### src/rtl/fetch_pkg.sv
// fetch_pkg: shared state encoding and widths for the fetch controller
package fetch_pkg;
  typedef enum logic [1:0] {IDLE, RUN, HALTED} fetch_state_t;
  localparam int PC_W = 12;
endpackage

### src/rtl/sat_counter.sv
// sat_counter: up-counter that clears on clr and saturates at all-ones
module sat_counter #(
  parameter int CW = 16
) (
  input  logic          clk,
  input  logic          rst_n,
  input  logic          clr,
  input  logic          en,
  output logic [CW-1:0] count
);
  always_ff @(posedge clk or negedge rst_n)
    if (!rst_n) count <= '0;
    else count <= clr ? '0 : (en && !(&count)) ? count + 1'b1 : count;
endmodule

### src/rtl/pc_fetch_ctrl.sv
// pc_fetch_ctrl: program counter, run/halt control, bound fault and retired-cycle counter
module pc_fetch_ctrl
  import fetch_pkg::*;
#(
  parameter int D        = PC_W,
  parameter int PROG_LEN = 4096,
  parameter int CW       = 16
) (
  input  logic          clk,
  input  logic          rst_n,
  input  logic          start,
  input  logic [D-1:0]  next_pc,
  input  logic          stall,
  input  logic          halt,
  output logic [D-1:0]  pc,
  output logic          running,
  output logic          done,
  output logic          fault,
  output logic [CW-1:0] cycle_count
);
  fetch_state_t state;
  logic go, bad;
  assign go  = start && state != RUN;
  // one extra bit so PROG_LEN = 2^D never flags a fault
  assign bad = {1'b0, next_pc} >= (D+1)'(PROG_LEN);
  always_ff @(posedge clk or negedge rst_n)
    if (!rst_n) begin
      state   <= IDLE;
      pc      <= '0;
      running <= 1'b0;
      done    <= 1'b0;
      fault   <= 1'b0;
    end else if (go) begin
      state   <= RUN;
      pc      <= '0;
      running <= 1'b1;
      done    <= 1'b0;
      fault   <= 1'b0;
    end else if (state == RUN) begin
      if (halt || (bad && !stall)) begin
        state   <= HALTED;
        running <= 1'b0;
        done    <= 1'b1;
        fault   <= !halt;
      end else if (!stall) pc <= next_pc;
    end
  sat_counter #(.CW(CW)) u_cnt (
    .clk  (clk),
    .rst_n(rst_n),
    .clr  (go),
    .en   (state == RUN),
    .count(cycle_count)
  );
endmodule

### config.mk
export PLATFORM = sky130hd
export DESIGN_NAME = pc_fetch_ctrl
export DESIGN_NICKNAME = d
export VERILOG_FILES = /design/src/rtl/fetch_pkg.sv /design/src/rtl/sat_counter.sv /design/src/rtl/pc_fetch_ctrl.sv
export SDC_FILE = /design/constraint.sdc
export NUM_CORES = 1
export LEC_CHECK = 0
export ABC_AREA = 1
export CAP_MARGIN = 5
export CORE_MARGIN = 3
export CORE_UTILIZATION = 35
export CTS_BUF_LIST = sky130_fd_sc_hd__clkbuf_2
export DETAILED_ROUTE_END_ITERATION = 10
export SLEW_MARGIN = 10
export SYNTH_ARGS = -nofsm -noshare
export SYNTH_HDL_FRONTEND = slang
export SYNTH_HIERARCHICAL = 1
export SYNTH_SLANG_ARGS = --single-unit
### constraint.sdc
create_clock -name clk -period 1.7 [get_ports clk]
set_clock_uncertainty 0.1 [all_clocks]
set_input_delay 0.425 -clock clk [delete_from_list [all_inputs] [get_ports clk]]
set_output_delay 0.425 -clock clk [all_outputs]
set_load 0.005 [all_outputs]
Word-level counts from Yosys, hierarchy flattened
Cells that the tools add are included.
Widths: inputs -> output; s select.
- word-level logic and storage cells: 39
- bits in registers: 33
- output and inout port bits: 31
- input bits: 17
- mux-type cells: 18
- eq/ne operators: 4
- add/subtract/negate cells: 1
- reduce and logical (&&, ||, !) cells: 10
- operators by type and width (cell ; number):
    $mux 12 ; 4
    $mux 16 ; 2
    $add 16x1->16 const B ; 1
    $reduce_and 16->1 ; 1
    $mux 1 ; 9
    $mux 2 ; 3
    $ne 2x1->1 const B ; 3
    $reduce_bool 2->1 ; 3
    $reduce_and 3->1 ; 1
    $eq 2x1->1 const B ; 1
    $logic_and 1x1->1 ; 2
    $logic_not 1->1 ; 2
    $reduce_and 2->1 ; 1

Logic depth before layout (Yosys ltp)
- depth after elaboration: 5
- depth in mapped cells: 10

Hierarchy
The synthesis kept the hierarchy.
- modules (own cells, without submodules) (module ; cells an instance ; area each (µm²) ; instances):
    sat_counter ; 165 ; 1084.8 ; 1
    pc_fetch_ctrl ; 70 ; 648.1 ; 1

Least setup slack after synthesis
No wires, ideal clock.
- path type: flip-flop to flip-flop
- from: register, netlist name done
- to: register u_cnt.count[8]
- library setup time: 0.076 ns
- path buffers: 2
- arrival: 1.490 ns
- clock period less this slack: 1.666 ns
- path slack: 0.034 ns
- cell stages (with the launch flop): 10
- cells stage by stage: dfrtp_1 > inv_2 > nand2_1 > nand2_2 > buf_4 > inv_1 > inv_1 > clkbuf_1 > nand3_1 > o21ai_1
- RTL lines (element ; RTL line ; text):
    end signal, assigned ; sat_counter.sv:13 ; else count <= clr ? '0 : (en && !(&count)) ? count + 1'b1 : count;
    end, declared ; sat_counter.sv:9 ; output logic [CW-1:0] count

Worst setup path after layout
- from: register u_cnt.count[0]
- to: register u_cnt.count[2]
- word-level cells in the longest chain between the ends: 4
- ends and longest elaborated chain (element):
    branches (longest 4 deep; another with $add 16x1->16)
Several ways; the timed one is not identified. The select of a mux whose other input is x is not followed.
A chain may end at the register's enable or synchronous reset.

==> metrics.md <==
| Metric | Value |
|---|---|
| RR Startpoint | `u_cnt/count[0]` |
| Avg Cell Area, Syn | `7.374 um2` |
| Yosys cell types | `24` |
| Critical Path, Cell by Cell | `buf_6, ha_4, nand2_2, nor2_4, nand2_4, nor2_4, nor2_4, buf_12, nor2_4, nand2_1, nand2_1` |
| Most Frequent Cell on Critical Path | `nor2_4` |
| Crit path DAT | `1.83 ns` |
| Initial antenna violation count | `0` |
| P_sw | `0.0009796 W` |
| Fillers | `464` |
| Worst EP required | `1.92 ns` |
| Cell Pwr Density | `945.9 nW/um2` |
| Initial core utilization | `0.3797` |
| Seq cells post-synth | `31` |
| VDD IR-drop max | `0.5558 mV` |
| Worst-path clk slew | `0.18 ns` |
| Largest net degree at the start of global routing | `32` |
| Max-slew violation count | `0` |
| Switching Fraction | `0.3927` |
| Initial DRT Pass Iterations | `4` |
| Core box area | `4564 um2` |
| Wire length of the first global-routing pass | `8556 um` |
| CTS tree | `done` |
| Synthesized instance count | `235` |
| Die area | `5832 um2` |
| DR iter-0 viols | `77` |
| Final Non-Filler Cells | `392` |
| Syn_nets | `253` |
| Grt total ovfl | `0` |
| Post-Place Cells | `362` |
| Critical path's largest stage delay | `0.40 ns` |
| Crit path max fanout | `11` |
| CTS Buffer Depth | `2` |
| Yosys warning count | `6` |
| Worst hold path class | `primary input to asynchronous set/reset pin` |
| Fmax | `0.6228 GHz` |
| Combinational power share | `0.478` |
| Routed WL | `4886 um` |
| Clock power frac | `0.148` |
| Top FF cell, synth | `dfrtp_1` |
| Routed WL per cell | `12.46 um` |
| Ports | `48` |
| Dpl hpwl | `3412 um` |
| Max-cap viol count | `0` |
| Gr usage total | `0.1849` |
| Critical path class | `register to register` |
| Post-synth EDFFs | `0` |
| Synth async-reset ratio | `1.000` |
| Routability cong. | `0.8839` |
| Top cells by area in the synthesized netlist | `dfrtp_1 45%, nand2_1 17%, nand3_1 12%` |
| H-Tree Depth | `2` |
| Synth-to-Final Area Change | `52.20%` |
| Layout cell share with drive strength beyond 1 | `0.2538` |
| Final setup fails | `0` |
| Hold Slack | `0.2815 ns` |
| Max_slew headroom | `0.8252` |
| CTS Buf Count | `5` |
| CTS Sinks | `31` |
| Ant diodes | `0` |
| Worst skew pair latency | `0.38 ns` |
| CTS root buf | `clkbuf_2` |
| Int Pwr | `0.001515 W` |
| Crit path time final | `1.606 ns` |
| Sequential share of power | `0.375` |
| Routed Antenna Nets | `0` |
| Vias | `1,823` |
| Port Buffers | `47` |
| Fin nets | `344` |
| Worst Max-Slew Pin Slew | `0.2620 ns` |
| Worst Setup End Kind | `register` |
| Die Y-Extent | `76.37 um` |
| Seq/Total Area, Yosys | `0.4477` |
| Post-Syn Area | `1733 um2` |
| Max stage delay cell, worst path | `dfrtp_1` |
| Outcome | `finished, final reports clean` |
| Fin crit share | `0.9445` |
| Crit-path leading delay family | `simple AND/OR/NAND/NOR gates` |
| Commonest non-fill, non-tap cell in the layout | `nand2_1` |
| Yosys top cell by area | `dfrtp_1` |
| Crit path buffers/inverters | `2` |
| Via/cell ratio | `4.651` |
| DRC errors left | `0` |
| Vias in the first global route | `1,788` |
| Post-synth top area share | `0.4477` |
| P_leak | `1.454 nW` |
| Row count | `24` |
| Crit path from | `u_cnt/count[0]` |
| Most frequent cells in the layout | `72 x nand2_1, 42 x nand3_1, 37 x buf_4` |
| Final hold violations | `0` |
| Die width | `76.37 um` |
| CP Launch Type | `register` |
[layer usage]
layer | vias up | GRT usage | share of wire
met5 | - | 0 | 0
met4 | 0 | 0.07609 | 0.013
met3 | 4 | 0.04255 | 0.048
met2 | 43 | 0.2979 | 0.49
met1 | 843 | 0.2383 | 0.45
li1 | 933 | - | -
[power by group through the flow]
stage                     Combinational [W]  Clock [W]  Sequential [W]
after floorplan                    0.000513          0        0.000983
after global placement              0.00112          0        0.000972
after detailed placement            0.00113          0        0.000973
after CTS                           0.00120   0.000394        0.000929
after global routing                0.00131   0.000428        0.000955
final                               0.00119   0.000368        0.000935
[through the flow]
| stage | power (W) | worst slack [ns] | TNS [ns] | area, um2 | utilization |
|---|---|---|---|---|---|
| after floorplan | 0.001496 | 0.03379 | 0 | 1733 | - |
| after global placement | 0.002090 | 0.01747 | 0 | 2422 | 0.5307 |
| after detailed placement | 0.002100 | -0.02793 | -0.1600 | 2422 | 0.5307 |
| after CTS | 0.002519 | 0.001286 | 0 | 2615 | 0.5729 |
| after global routing | 0.002692 | -0.01055 | -0.03351 | 2638 | 0.5779 |
| final | 0.002495 | 0.09427 | 0 | 2638 | 0.5779 |
[registers in the layout, summed over array words and instances (netlist names)]
signal	cells
state	1
done	1
fault	1
u_cnt/count	16
pc	12
[worst register-to-register path, delay by kind of cell, from the launching register on]
kind	cells	cell delay, ns
buffers and inverters	2	0.25
AND/OR/NAND/NOR	8	0.68
flip-flops	1	0.40
adder cells (fa/ha/maj)	1	0.13
[final timing paths]
check | end | slack (ns) | depth (start not counted)
setup / recovery | u_cnt/count[2] | 0.09 | 11
hold / removal | u_cnt/count[8] | 0.28 | 2
setup reg to reg | u_cnt/count[2] | 0.09 | 11
hold reg to reg | pc[6] | 0.41 | 2
max in group asynchronous | u_cnt/count[6] | 1.03 | 2
min in group clk | pc[6] | 0.41 | 2
[layout make-up]
type,count,area (um2),area share
timing repair buffer,88,757.0,0.2870
tap,65,81.33,0.03083
clock buffer,6,30.03,0.01139
sequential,31,777.0,0.2946
clock inverter,2,12.51,0.004744
inverter,24,90.09,0.03416
multi-input combinational,176,889.6,0.3373
[cells by family (layout without fill, tap and decap cells)]
group / after synthesis / after routing / synth area share
simple gates: 163 / 164 / 0.4332
flops: 31 / 31 / 0.4477
xor+xnor: 2 / 2 / 0.01011
compound gates: 9 / 9 / 0.02816
fa+ha+maj: 1 / 1 / 0.007219
buf+inv: 29 / 120 / 0.07364
[Yosys cell counts (2+ instances only)]
master,number
o21ai_1,4
nand2_2,4
o21ai_0,2
buf_4,3
nand3_1,42
nand4_1,3
inv_2,2
nor2_1,25
inv_1,22
nor2_4,4
nor2_2,4
dfrtp_1,31
nand2_1,77
a21oi_1,2
[repair_timing]
action / CTS / global route
hold buffers: 0 / 0
setup buffers: 21 / 0
gates cloned: 1 / 0
pin swaps: 4 / 2
resized for setup: 40 / 16
setup endpoints to repair: 34 / 17
(Power assumes the default switching activity.)
